### config.mk
export PLATFORM = sky130hd
export DESIGN_NAME = i2c_slave_ctrl
export DESIGN_NICKNAME = d
export VERILOG_FILES = /design/src/rtl/i2c_pkg.sv /design/src/rtl/sclk_edge_det.sv /design/src/rtl/i2c_slave_ctrl.sv
export SDC_FILE = /design/constraint.sdc
export NUM_CORES = 1
export LEC_CHECK = 0
export ABC_CLOCK_PERIOD_IN_PS = 1900
export BUFFER_PORTS_ARGS = -buffer_cell sky130_fd_sc_hd__buf_4
export CAP_MARGIN = 40
export CORE_MARGIN = 5
export CORE_UTILIZATION = 40
export CTS_BUF_LIST = sky130_fd_sc_hd__clkbuf_2
export CTS_CLUSTER_DIAMETER = 200
export DETAILED_ROUTE_END_ITERATION = 12
export HOLD_SLACK_MARGIN = 0.02
export SLEW_MARGIN = 20
export SYNTH_ARGS = -nofsm -noshare
export SYNTH_HDL_FRONTEND = slang
export SYNTH_SLANG_ARGS = --single-unit
### constraint.sdc
create_clock -name CLK -period 1.9 [get_ports CLK]
set_input_delay 0.19 -clock CLK [delete_from_list [all_inputs] [get_ports CLK]]
set_output_delay 0.19 -clock CLK [all_outputs]
set_load 0.02 [all_outputs]
### src/rtl/i2c_pkg.sv
// Shared definitions for the serial slave controller: FSM encodings and frame geometry.
package i2c_pkg;

  typedef enum logic [2:0] {
    ST_IDLE = 3'd0,
    ST_ADDR = 3'd1,
    ST_ACK  = 3'd2,
    ST_DATA = 3'd3,
    ST_SKIP = 3'd4
  } state_t;

  localparam int FRAME_BITS = 18;
  // A non-matching slave sits out the ACK period plus the eight data periods.
  localparam int SKIP_BITS = FRAME_BITS - 9;
  localparam logic [3:0] SKIP_LAST = 4'(SKIP_BITS - 1);

endpackage

### src/rtl/sclk_edge_det.sv
// Brings SCLK and RX into the CLK domain and flags synchronised SCLK rising/falling edges.
module sclk_edge_det (
  input  logic i_clk,
  input  logic i_rst_n,
  input  logic i_sclk,
  input  logic i_rx,
  output logic o_rise,
  output logic o_fall,
  output logic o_rx_sync
);

  logic [1:0] r_sclk_sync;
  logic       r_sclk_prev;
  logic [1:0] r_rx_sync;

  // Everything idles high out of reset so the line-idle state is not seen as an edge into high.
  always_ff @(posedge i_clk) begin
    if (!i_rst_n) begin
      r_sclk_sync <= 2'b11;
      r_sclk_prev <= 1'b1;
      r_rx_sync   <= 2'b11;
    end else begin
      r_sclk_sync <= {r_sclk_sync[0], i_sclk};
      r_sclk_prev <= r_sclk_sync[1];
      r_rx_sync   <= {r_rx_sync[0], i_rx};
    end
  end

  assign o_rise    = r_sclk_sync[1] & ~r_sclk_prev;
  assign o_fall    = ~r_sclk_sync[1] & r_sclk_prev;
  assign o_rx_sync = r_rx_sync[1];

endmodule

### src/rtl/i2c_slave_ctrl.sv
// Serial slave: receives a start bit and 8-bit address, acknowledges a match and returns one data byte.
module i2c_slave_ctrl
  import i2c_pkg::*;
(
  input  logic       CLK,
  input  logic       RST_N,
  input  logic       SCLK,
  input  logic       RX,
  input  logic [7:0] ADDR,
  input  logic [7:0] DATA,
  output logic       OUT,
  output logic       BUSY,
  output logic       MATCH,
  output logic       DONE
);

  logic       w_rise;
  logic       w_fall;
  logic       w_rx;

  state_t     r_state,    w_state_nxt;
  logic [2:0] r_bit_cnt,  w_bit_cnt_nxt;
  logic [3:0] r_skip_cnt, w_skip_cnt_nxt;
  logic [7:0] r_shift,    w_shift_nxt;
  logic [7:0] r_tx,       w_tx_nxt;
  logic       r_out,      w_out_nxt;
  logic       r_match,    w_match_nxt;
  logic       r_done,     w_done_nxt;
  logic [7:0] w_addr_rx;

  sclk_edge_det u_edge (
    .i_clk     (CLK),
    .i_rst_n   (RST_N),
    .i_sclk    (SCLK),
    .i_rx      (RX),
    .o_rise    (w_rise),
    .o_fall    (w_fall),
    .o_rx_sync (w_rx)
  );

  always_ff @(posedge CLK) begin
    if (!RST_N) begin
      r_state    <= ST_IDLE;
      r_bit_cnt  <= 3'd0;
      r_skip_cnt <= 4'd0;
      r_shift    <= 8'd0;
      r_tx       <= 8'd0;
      r_out      <= 1'b0;
      r_match    <= 1'b0;
      r_done     <= 1'b0;
    end else begin
      r_state    <= w_state_nxt;
      r_bit_cnt  <= w_bit_cnt_nxt;
      r_skip_cnt <= w_skip_cnt_nxt;
      r_shift    <= w_shift_nxt;
      r_tx       <= w_tx_nxt;
      r_out      <= w_out_nxt;
      r_match    <= w_match_nxt;
      r_done     <= w_done_nxt;
    end
  end

  // RX is only sampled on SCLK rises; OUT only moves on SCLK falls so it is stable when the master samples.
  always_comb begin
    w_state_nxt    = r_state;
    w_bit_cnt_nxt  = r_bit_cnt;
    w_skip_cnt_nxt = r_skip_cnt;
    w_shift_nxt    = r_shift;
    w_tx_nxt       = r_tx;
    w_out_nxt      = r_out;
    w_match_nxt    = r_match;
    w_done_nxt     = 1'b0;
    w_addr_rx      = {r_shift[6:0], w_rx};

    case (r_state)
      ST_IDLE: begin
        if (w_rise && !w_rx) begin
          w_state_nxt   = ST_ADDR;
          w_bit_cnt_nxt = 3'd0;
        end
      end
      ST_ADDR: begin
        if (w_rise) begin
          w_shift_nxt   = w_addr_rx;
          w_bit_cnt_nxt = r_bit_cnt + 3'd1;
          if (r_bit_cnt == 3'd7) begin
            w_bit_cnt_nxt = 3'd0;
            if (w_addr_rx == ADDR) begin
              w_state_nxt = ST_ACK;
              w_match_nxt = 1'b1;
              w_tx_nxt    = DATA;
            end else begin
              w_state_nxt    = ST_SKIP;
              w_skip_cnt_nxt = 4'd0;
            end
          end
        end
      end
      ST_ACK: begin
        if (w_fall) begin
          w_out_nxt = 1'b1;
        end else if (w_rise) begin
          w_state_nxt   = ST_DATA;
          w_bit_cnt_nxt = 3'd0;
        end
      end
      ST_DATA: begin
        if (w_fall) begin
          w_out_nxt = r_tx[~r_bit_cnt];
        end else if (w_rise) begin
          // The rise with the count at 7 is the master sampling bit 0, which closes the frame.
          if (r_bit_cnt == 3'd7) begin
            w_state_nxt   = ST_IDLE;
            w_bit_cnt_nxt = 3'd0;
            w_out_nxt     = 1'b0;
            w_match_nxt   = 1'b0;
            w_done_nxt    = 1'b1;
          end else begin
            w_bit_cnt_nxt = r_bit_cnt + 3'd1;
          end
        end
      end
      ST_SKIP: begin
        if (w_rise) begin
          if (r_skip_cnt == SKIP_LAST) begin
            w_state_nxt    = ST_IDLE;
            w_bit_cnt_nxt  = 3'd0;
            w_skip_cnt_nxt = 4'd0;
          end else begin
            w_skip_cnt_nxt = r_skip_cnt + 4'd1;
          end
        end
      end
      default: begin
        w_state_nxt = ST_IDLE;
      end
    endcase
  end

  assign OUT   = r_out;
  assign BUSY  = (r_state != ST_IDLE);
  assign MATCH = r_match;
  assign DONE  = r_done;

endmodule
==> metrics.yaml, run 1 <==
run_status:
  status: "finished, final reports clean"
sta:
  fin_crit_ns: 1.759
  hold_viol_final: 0
  fin_crit_sh: 0.9259
  fin_hold_ws_ns: 0.05980
  fin_tns_setup_ns: 0
  tightestPinTransition_ns: 0.3978
  setup_viol: 0
  slew_headroom: 0.7345
  grt_setup_unrepaired: "false"
  finalMaxSlewViolations: 0
  max_freq_mhz: 568.4
  skew_ns: 0.01452
routing:
  met1_length_um: 1588
  wl_um: 3245
  highest_layer: "met4"
  vias: 1319
  wl_met3_um: 132
  via_per_inst: 5.213
  wire_per_inst_um: 12.83
  ant_nets: 0
  wl_met2_um: 1477
  dr.pass1.iters: 4
  drc: 0
  drt_iter0_markers: 80
power_and_ir_drop:
  leakage_nw: 0.7733
  p_per_area_nw_per_um2: 643.8
  finalPower_mw: 1.236
  ir_worst_vdd_uv: 419.4
global_routing:
  grt_pass1_wl_um: 5740
  grt_usage: 0.1365
  grt-ovfl-total: 0
  grt_max_degree: 31
  antenna_found_initial: 0
  grt_pass1_vias: 1286
synth:
  async_flop_share: 0
  synth-simple-area-share: 0.2623
  synth_compound_area_frac: 0.1109
  synthAdderAreaFrac: 0.03170
  avgSynthCellArea_um2: 9.023
  ys_ff_latch: 33
  muxShareOfSynthArea: 0.09826
  ys_seq_area_frac: 0.4184
  dominantRegCellSynth: "dfxtp_1"
  synth_warnings: 0
  synth_xor_area_frac: 0.04437
  syn_area_um2: 1579
  ys_types: 39
  syn_inst: 175
  syn_nets: 199
  synth_top_family_by_area: "simple AND/OR/NAND/NOR gates"
  synth_edf_count: 0
placed_design:
  dp.final_hpwl_um: 2418
  post-place-cells: 243
  placed_cell_area_um2: 1819
  portBuffers: 23
  finalWeightedCongestion: 0.7928
critical_path:
  required_ns: 2.20
  r2r-start: "r_shift[2]"
  start_kind: "flip-flop"
  r2r_slack_ns: 0.14
  cp-end-kind: "flip-flop"
  critPathKind: "reg -> reg"
  path_max_fanout: 8
  cp_data_arrival_time_ns: 2.06
  crit_path_start: "r_shift[2]"
clock_network:
  clock_sinks: 33
  cts_inserted_buffers: 5
  tritoncts: "built"
  cts_root_buffer: "clkbuf_2"
  cts_buffer_depth: 2
  cts_setup_buffers: 0
  worstSkewPairLatency_ns: 0.37
  clk_pin_slew_ns: 0.17
  htreeDepth: 2
final_layout:
  num_antenna_cells: 0
  final_cell_mix: "32 x dfxtp_1, 30 x nand2_1, 26 x buf_4, 12 x nand3_1, 12 x a21oi_1"
  nets: 228
  instances_no_fill: 253
  final_layout_size_suffix_gt1_frac: 0.2244
  final_common_cell: "dfxtp_1"
  syn2layout_area_growth_pct: 21.55
  design_area_um2: 1919
floorplanning:
  io_pins: 24
  dieArea_um2: 5304
  dieWidth_um: 72.83
  die_h_um: 72.83
  start_util: 0.4218
  rows: 22
  core_area_um2: 3744
min_path:
  min_from: "DATA[5]"
  worst_hold_path_type: "in -> reg"
job:
  cap_violations: 0
-- cells by family (layout without fill, tap and decap cells) --
logic type / Yosys count / after routing
compound gates: 26 / 26
simple gates: 79 / 79
xor+xnor: 8 / 8
fa+ha+maj: 4 / 4
buf+inv: 12 / 42
flops: 33 / 33
mux: 13 / 13
-- power by group --
group / internal [mW] / switching [mW] / total [mW]
registers: 0.697 / 0.00257 / 0.700
clock network: 0.225 / 0.232 / 0.457
logic: 0.0419 / 0.0365 / 0.0784
-- state kept, by name, summed over array words and instances (netlist names), 2 cells and up --
| name | cells |
|---|---|
| r_state | 3 |
| r_bit_cnt | 3 |
| r_tx | 8 |
| u_edge.r_rx_sync | 2 |
| r_shift | 7 |
| u_edge.r_sclk_sync | 2 |
| r_skip_cnt | 4 |
-- Yosys cell counts, types with 2 or more instances --
library cell | number | area share
dfxtp_1 | 33 | 0.42
and3_1 | 2 | 0.0079
mux4_2 | 2 | 0.029
a31oi_1 | 4 | 0.016
nor4_1 | 2 | 0.0079
nor2_1 | 8 | 0.019
o211ai_1 | 2 | 0.0095
nand3_1 | 12 | 0.038
inv_1 | 4 | 0.0095
or3_1 | 2 | 0.0079
nor3_1 | 2 | 0.0063
mux2i_1 | 11 | 0.070
ha_1 | 4 | 0.032
a21oi_1 | 12 | 0.038
nand2_1 | 31 | 0.074
and2_1 | 2 | 0.0079
nand2b_1 | 7 | 0.028
clkbuf_1 | 5 | 0.012
a41o_1 | 2 | 0.013
a21o_1 | 2 | 0.0095
xor2_1 | 8 | 0.044
-- repair_timing --
item | in CTS | in global routing
endpoints found under the hold margin | 2 | 0
gates resized for setup | 0 | 4
hold buffers | 2 | 0
setup endpoints to repair | 0 | 9
-- metrics by stage --
| step | util | setup WS, ns |
|---|---|---|
| finish | 0.5127 | 0.1407 |
| global route | 0.5127 | 0.009103 |
| CTS | 0.5084 | 0.004019 |
| detailed placement | 0.4860 | 0.06801 |
| global placement | 0.4860 | 0.1598 |
| floorplan | - | 0.3551 |
-- critical path, stage by stage (launching register included) --
cell,delay [ns]
dfxtp_1,0.37
xor2_1,0.17
nor4_2,0.39
nand2_2,0.17
and2b_1,0.27
buf_12,0.14
mux2i_1,0.18
-- area by class of cell --
cell class | count | area (um^2)
Inverter | 5 | 18.77
Timing Repair Buffer | 29 | 235.2
Fill cell | 357 | 1824
Tap cell | 48 | 60.06
Multi-Input combinational cell | 130 | 879.6
Clock buffer | 6 | 30.03
Sequential cell | 33 | 661.9
Clock inverter | 2 | 33.78
-- layer usage --
| layer | global-route usage | vias up |
|---|---|---|
| li1 | - | 666 |
| met1 | 0.1891 | 626 |
| met2 | 0.1994 | 19 |
| met3 | 0.03719 | 8 |
| met4 | 0.05533 | 0 |
| met5 | 0 | - |
-- worst paths after layout --
path,endpoint,depth (start not counted)
setup / recovery,r_tx[1],6
hold / removal,r_tx[5],3
setup reg to reg,r_tx[1],6
hold reg to reg,u_edge.r_rx_sync[1],1
(Power assumes the default switching activity.)
==> run 2, diff against run 1 <==
--- a/config.mk
+++ b/config.mk
@@ -17,4 +17,5 @@
 export SLEW_MARGIN = 20
 export SYNTH_ARGS = -nofsm -noshare
 export SYNTH_HDL_FRONTEND = slang
+export SYNTH_HIERARCHICAL = 1
 export SYNTH_SLANG_ARGS = --single-unit
==> constraint.sdc (replaced) <==
create_clock -name CLK -period 1.9 [get_ports CLK]
set_input_delay 0.57 -clock CLK [delete_from_list [all_inputs] [get_ports CLK]]
set_output_delay 0.57 -clock CLK [all_outputs]
set_load 0.02 [all_outputs]
==> metrics.yaml, run 2 <==
run_status:
  status: "finished, final reports clean"  # unchanged
clock_network:
  cts_hold_repair.buffers: 0  # was 2
  htreeDepth: 2  # unchanged
  tritoncts: "built"  # unchanged
  worstSkewPairLatency_ns: 0.39  # was 0.37 ns
  cts_inserted_buffers: 5  # unchanged
  cts_root_buffer: "clkbuf_2"  # unchanged
  clk_pin_slew_ns: 0.18  # was 0.17 ns
  clock_sinks: 33  # unchanged
  cts_buffer_depth: 2  # unchanged
sta:
  setup_viol: 0  # unchanged
  tightestPinTransition_ns: 0.4269  # was 0.3978 ns
  max_freq_mhz: 531.8  # was 568.4 MHz
  slew_headroom: 0.7148  # was 0.7345
  finalMaxSlewViolations: 0  # unchanged
  fin_ws_ns: 0.01948  # was 0.1407 ns
  fin_tns_setup_ns: 0  # unchanged
  hold_viol_final: 0  # unchanged
  skew_ns: 0.02122  # was 0.01452 ns
  fin_crit_ns: 1.881  # was 1.759 ns
  fin_crit_sh: 0.9897  # was 0.9259
  grt_setup_unrepaired: "true"  # was false
placed_design:
  finalWeightedCongestion: 0.9207  # was 0.7928
  portBuffers: 23  # unchanged
  dp.final_hpwl_um: 2744  # was 2418 um
  pre_cts_ws_ns: -0.2169  # was 0.06801 ns
synth:
  synth_area_leaders: "dfxtp_1 41%, mux2i_1 6.8%, a21oi_1 5.5%"  # was dfxtp_1 42%, nand2_1 7.4%, mux2i_1 7.0%
  synth_edf_count: 0  # unchanged
  yosysTopAreaCell: "dfxtp_1"  # unchanged
  syn_area_um2: 1624  # was 1579 um^2
  async_flop_share: 0  # unchanged
  ys_types: 39  # unchanged
  ys_top_cells_by_count: "33 x dfxtp_1, 22 x nand2_1, 18 x a21oi_1"  # was 33 x dfxtp_1, 31 x nand2_1, 12 x a21oi_1, 12 x nand3_1, 11 x mux2i_1
  yosysMostFrequentCell: "dfxtp_1"  # unchanged
  ys_seq_area_frac: 0.4068  # was 0.4184
  ys_ff_latch: 33  # unchanged
  syn_nets: 205  # was 199
  syn_inst: 180  # was 175
  synth_warnings: 6  # was 0
  avgSynthCellArea_um2: 9.023  # about the same
  netlist.area_leader.share: 0.4068  # was 0.4184
  dominantRegCellSynth: "dfxtp_1"  # unchanged
floorplanning:
  core_area_um2: 3971  # was 3744 um^2
  io_pins: 24  # unchanged
  start_util: 0.4089  # was 0.4218
  dieWidth_um: 73.72  # was 72.83 um
  dieArea_um2: 5435  # was 5304 um^2
  rows: 23  # was 22
  die_h_um: 73.72  # was 72.83 um
critical_path:
  cp-end-kind: "output pin"  # was flip-flop
  slowest_delay_ns: 0.39  # about the same
  crit_path_cell_trace: "buf_4 > nor2_4 > nand2_1 > buf_4"  # was xor2_1 > nor4_2 > nand2_2 > and2b_1 > buf_12 > mux2i_1
  crit_family: "flip-flops"  # was simple AND/OR/NAND/NOR gates
  path_max_fanout: 6  # was 8
  cp_data_arrival_time_ns: 1.31  # was 2.06 ns
  r2r_slack_ns: 0.18  # was 0.14 ns
  crit_buf_inv: 2  # was 1
  critPathKind: "reg -> out"  # was reg -> reg
  start_kind: "flip-flop"  # unchanged
  crit_path_top_delay_cell: "dfxtp_4"  # was nor4_2
  crit_top_cell: "buf_4"
  required_ns: 1.33  # was 2.20 ns
global_routing:
  grt-ovfl-total: 0  # unchanged
  antenna_found_initial: 0  # unchanged
  grt_pass1_wl_um: 6078  # was 5740 um
  grt_pass1_vias: 1379  # was 1286
  grt_max_degree: 22  # was 31
  grt_usage: 0.1487  # was 0.1365
final_layout:
  final_common_cell: "buf_4"  # was dfxtp_1
  syn2layout_area_growth_pct: 21.19  # was 21.55%
  largest_reg_flops: 8  # unchanged
  num_antenna_cells: 0  # unchanged
  final_cell_mix: "36 x buf_4, 32 x dfxtp_1, 22 x nand2_1, 17 x a21oi_1, 13 x nor2_1"  # was 32 x dfxtp_1, 30 x nand2_1, 26 x buf_4, 12 x nand3_1, 12 x a21oi_1
  top_regs: "r_tx x8, r_shift x7, r_skip_cnt x4"  # unchanged
  nets: 240  # was 228
  fillers: 378  # was 357
  final_layout_size_suffix_gt1_frac: 0.2639  # was 0.2244
  top_register: "r_tx"  # unchanged
power_and_ir_drop:
  p_per_area_nw_per_um2: 559.4  # was 643.8 nW/um^2
  leakage_nw: 0.8055  # was 0.7733 nW
  ir_worst_vdd_uv: 398.4  # was 419.4 uV
routing:
  met1_length_um: 1533  # was 1588 um
  drc: 0  # unchanged
  highest_layer: "met4"  # unchanged
  drt_iter0_markers: 74  # was 80
  wl_met2_um: 1789  # was 1477 um
  ant_nets: 0  # unchanged
  vias: 1377  # was 1319
  wl_met3_um: 228  # was 132 um
  via_per_inst: 5.177  # was 5.213
  wire_per_inst_um: 13.62  # was 12.83 um
  dr.pass1.iters: 5  # was 4
  wl_um: 3622  # was 3245 um
min_path:
  worst_hold_path_type: "in -> reg"  # unchanged
job:
  cap_violations: 0  # unchanged
-- run 2: repair_timing --
action / 4_1_cts / 5_1_grt
setup endpoints to repair: 1 / 8
setup buffers: 0 / 1
gates resized for setup: 2 / 4
hold endpoints to repair: 0 / 0
-- run 2: report_power, final --
part	switching [mW]	internal, mW	total (mW)
Clock	0.240	0.0922	0.333
Sequential	0.00210	0.696	0.698
Combinational	0.0328	0.0377	0.0705
-- run 2: kinds of logic (layout without fill, tap and decap cells) --
kind of cell,Yosys count,count (layout),synth area share
compound gates,34,34,0.1217
xor+xnor,8,8,0.04315
fa+ha+maj,5,5,0.03852
buf+inv,16,52,0.04468
flops,33,33,0.4068
mux,15,15,0.1094
simple gates,69,69,0.2358
-- run 2: layout make-up --
type	instances	area [um^2]	area share
well taps	50	62.56	0.03179
clock buffers	6	30.03	0.01526
inverters	8	30.03	0.01526
flip-flops and latches	33	664.4	0.3376
repair buffers	36	270.3	0.1373
multi-input cells	131	900.9	0.4577
clock inverters	2	10.01	0.005086
-- run 2: routing by layer --
metal	vias up	global-route usage
met2	34	0.2470
met5	-	0
met4	0	0.07847
li1	699	-
met3	8	0.03967
met1	636	0.1732
-- run 2: worst paths after layout --
kind                       start             endpoint  cells after the start
max                   r_state[2]                 BUSY                      4
min                           RX  u_edge/r_rx_sync[0]                      2
max reg2reg           r_shift[0]              r_tx[4]                      5
min reg2reg  u_edge/r_rx_sync[0]  u_edge/r_rx_sync[1]                      1
-- run 2: stage by stage --
| stage | area, um^2 | instances | utilization | total power, mW | hold slack, ns |
|---|---|---|---|---|---|
| finish | 1968 | 266 | 0.4956 | 1.101 | 0.3740 |
| global route | 1968 | 266 | 0.4956 | 1.156 | 0.3481 |
| CTS | 1953 | 265 | 0.4918 | 1.114 | 0.3582 |
| detailed placement | 1907 | 257 | 0.4802 | 0.7849 | 0.3940 |
| global placement | 1907 | 257 | 0.4802 | 0.7825 | 0.3932 |
| floorplan | 1624 | 180 | - | 0.7440 | 0.3863 |
-- run 2: worst reg2reg max path, delay by kind of cell (launching register included) --
family                    cells  cell delay, ns
xor gates and xnor gates      1            0.19
DFF                           1            0.37
muxes                         1            0.23
and+or+nand+nor               3            0.82
==> run 3, diff against run 2 <==
--- a/config.mk
+++ b/config.mk
@@ -14,6 +14,7 @@
 export CTS_CLUSTER_DIAMETER = 200
 export DETAILED_ROUTE_END_ITERATION = 12
 export HOLD_SLACK_MARGIN = 0.02
+export RECOVER_POWER = 100
 export SLEW_MARGIN = 20
 export SYNTH_ARGS = -nofsm -noshare
 export SYNTH_HDL_FRONTEND = slang
==> metrics.yaml, run 3 (same netlist as run 2, synthesis figures left out) <==
placed_design:
  dp.final_hpwl_um: 2744  # unchanged
  placed_cell_area_um2: 1907  # unchanged
  finalWeightedCongestion: 0.9207  # unchanged
  portBuffers: 23  # unchanged
  pre_cts_ws_ns: -0.2169  # unchanged
sta:
  grt_setup_unrepaired: "true"  # unchanged
  fin_ws_ns: 0.01841  # was 0.01948 ns
  hold_viol_final: 0  # unchanged
  max_freq_mhz: 531.5  # was 531.8 MHz
  setup_viol: 0  # unchanged
  slew_headroom: 0.5947  # was 0.7148
  tightestPinTransition_ns: 0.6080  # was 0.4269 ns
  fin_crit_sh: 0.9903  # was 0.9897
  finalMaxSlewViolations: 0  # unchanged
  skew_ns: 0.02195  # was 0.02122 ns
  fin_crit_ns: 1.882  # was 1.881 ns
final_layout:
  final_cell_mix: "32 x dfxtp_1, 31 x buf_4, 22 x nand2_1, 17 x a21oi_1, 13 x nor2_1"  # was 36 x buf_4, 32 x dfxtp_1, 22 x nand2_1, 17 x a21oi_1, 13 x nor2_1
  top_register: "r_tx"  # unchanged
  largest_reg_flops: 8  # unchanged
  final_layout_size_suffix_gt1_frac: 0.2454  # was 0.2639
  design_area_um2: 1951  # was 1968 um^2
  fillers: 381  # was 378
  syn2layout_area_growth_pct: 20.11  # was 21.19%
  nets: 240  # unchanged
  num_antenna_cells: 0  # unchanged
  top_regs: "r_tx x8, r_shift x7, r_skip_cnt x4"  # unchanged
  final_common_cell: "dfxtp_1"  # was buf_4
floorplanning:
  die_h_um: 73.72  # unchanged
  dieArea_um2: 5435  # unchanged
  core_area_um2: 3971  # unchanged
  io_pins: 24  # unchanged
  rows: 23  # unchanged
  dieWidth_um: 73.72  # unchanged
  start_util: 0.4089  # unchanged
critical_path:
  cp_data_arrival_time_ns: 1.31  # about the same
  r2r_slack_ns: 0.16  # was 0.18 ns
  r2r-start: "r_shift[0]"  # unchanged
  path_max_fanout: 6  # unchanged
  cp-end-kind: "output pin"  # unchanged
  critPathKind: "reg -> out"  # unchanged
  reg2reg_to: "r_tx[4]"  # unchanged
  worstRegToRegCells: 5  # unchanged
  start_kind: "flip-flop"  # unchanged
  required_ns: 1.33  # about the same
clock_network:
  clk_pin_slew_ns: 0.18  # about the same
  clock_sinks: 33  # unchanged
  worstSkewPairLatency_ns: 0.39  # about the same
  cts_buffer_depth: 2  # unchanged
  tritoncts: "built"  # unchanged
  cts_inserted_buffers: 5  # unchanged
  cts_root_buffer: "clkbuf_2"  # unchanged
  htreeDepth: 2  # unchanged
routing:
  drt_iter0_markers: 73  # was 74
  wire_per_inst_um: 13.66  # was 13.62 um
  drc: 0  # unchanged
  ant_nets: 0  # unchanged
  vias: 1382  # was 1377
  dr.pass1.iters: 6  # was 5
  wl_um: 3633  # was 3622 um
  via_per_inst: 5.195  # was 5.177
min_path:
  hold_path_end: "u_edge/r_rx_sync[0]"  # unchanged
  worst_hold_path_type: "in -> reg"  # unchanged
  min_from: "RX"  # unchanged
  holdPathStages: 2  # unchanged
global_routing:
  grt-ovfl-total: 0  # unchanged
  grt_pass1_wl_um: 6078  # unchanged
  grt_usage: 0.1487  # unchanged
  grt_pass1_vias: 1379  # unchanged
  grt_max_degree: 22  # unchanged
  antenna_found_initial: 0  # unchanged
power_and_ir_drop:
  leakage_nw: 0.7884  # was 0.8055 nW
  finalPower_mw: 1.100  # was 1.101 mW
  ir_worst_vdd_uv: 398.4  # about the same
  p_per_area_nw_per_um2: 563.7  # was 559.4 nW/um^2
run_status:
  status: "finished, final reports clean"  # unchanged
job:
  cap_violations: 0  # unchanged
==> run 3: cell types whose count changed in the layout (fill, tap and decap cells not counted) <==
| cell | before | now |
|---|---|---|
| buf_4 | 36 | 31 |
| clkbuf_1 | 0 | 4 |
| clkbuf_2 | 6 | 7 |
==> run 3: how the worst max path moves through the flow <==
| stage | startpoint | depth (start not counted) | slack, ns | endpoint |
|---|---|---|---|---|
| after floorplan | ADDR[3] | 5 | 0.10 | MATCH |
| after global placement | ADDR[1] | 6 | -0.12 | r_tx[5] |
| after detailed placement | ADDR[1] | 6 | -0.22 | r_tx[4] |
| after CTS | r_state[2] | 4 | 0.01 | BUSY |
| after global routing | r_state[2] | 4 | -0.05 | BUSY |
| final | r_state[2] | 4 | 0.02 | BUSY |
==> run 3: report_power, final <==
group | switching [mW] | leakage, nW | internal (mW)
Clock | 0.241 | 0.0327 | 0.0922
Combinational | 0.0328 | 0.488 | 0.0360
Sequential | 0.00211 | 0.268 | 0.696
==> run 3: timing repair <==
action,CTS,global route
setup buffers,0,1
endpoints found under the setup margin,1,8
hold buffers,0,0
gates resized for setup,2,4
pin swaps,0,0
==> run 3: area by class of cell <==
cell class,count,area [um^2],share of cell area
Clock buffer,6,30.03,0.01539
Clock inverter,2,10.01,0.005131
Inverter,8,30.03,0.01539
Multi-Input combinational cell,131,900.9,0.4618
Sequential cell,33,664.4,0.3406
Tap cell,50,62.56,0.03207
Timing Repair Buffer,36,252.7,0.1296
==> run 3: layer usage <==
layer	GRT usage	share of wire	vias up	routed length [um]
met5	0	0	-	0
met4	0.07847	0.021	0	75
met3	0.03967	0.060	10	219
met2	0.2470	0.49	29	1792
met1	0.1732	0.43	645	1545
li1	-	-	698	-
==> run 3: critical path, stage by stage, from the launching register on <==
cell and delay, ns:
dfxtp_4 0.39, buf_4 0.16, nor2_4 0.13, nand2_1 0.09
buf_4 0.16
==> run 3: stage by stage <==
| stage | instances | TNS, ns | hold slack, ns | util |
|---|---|---|---|---|
| after floorplan | 180 | 0 | 0.3863 | - |
| after global placement | 257 | -1.104 | 0.3932 | 0.4802 |
| after detailed placement | 257 | -1.747 | 0.3940 | 0.4802 |
| after CTS | 265 | 0 | 0.3582 | 0.4918 |
| after global routing | 266 | -0.05195 | 0.3481 | 0.4912 |
| final | 266 | 0 | 0.3744 | 0.4912 |
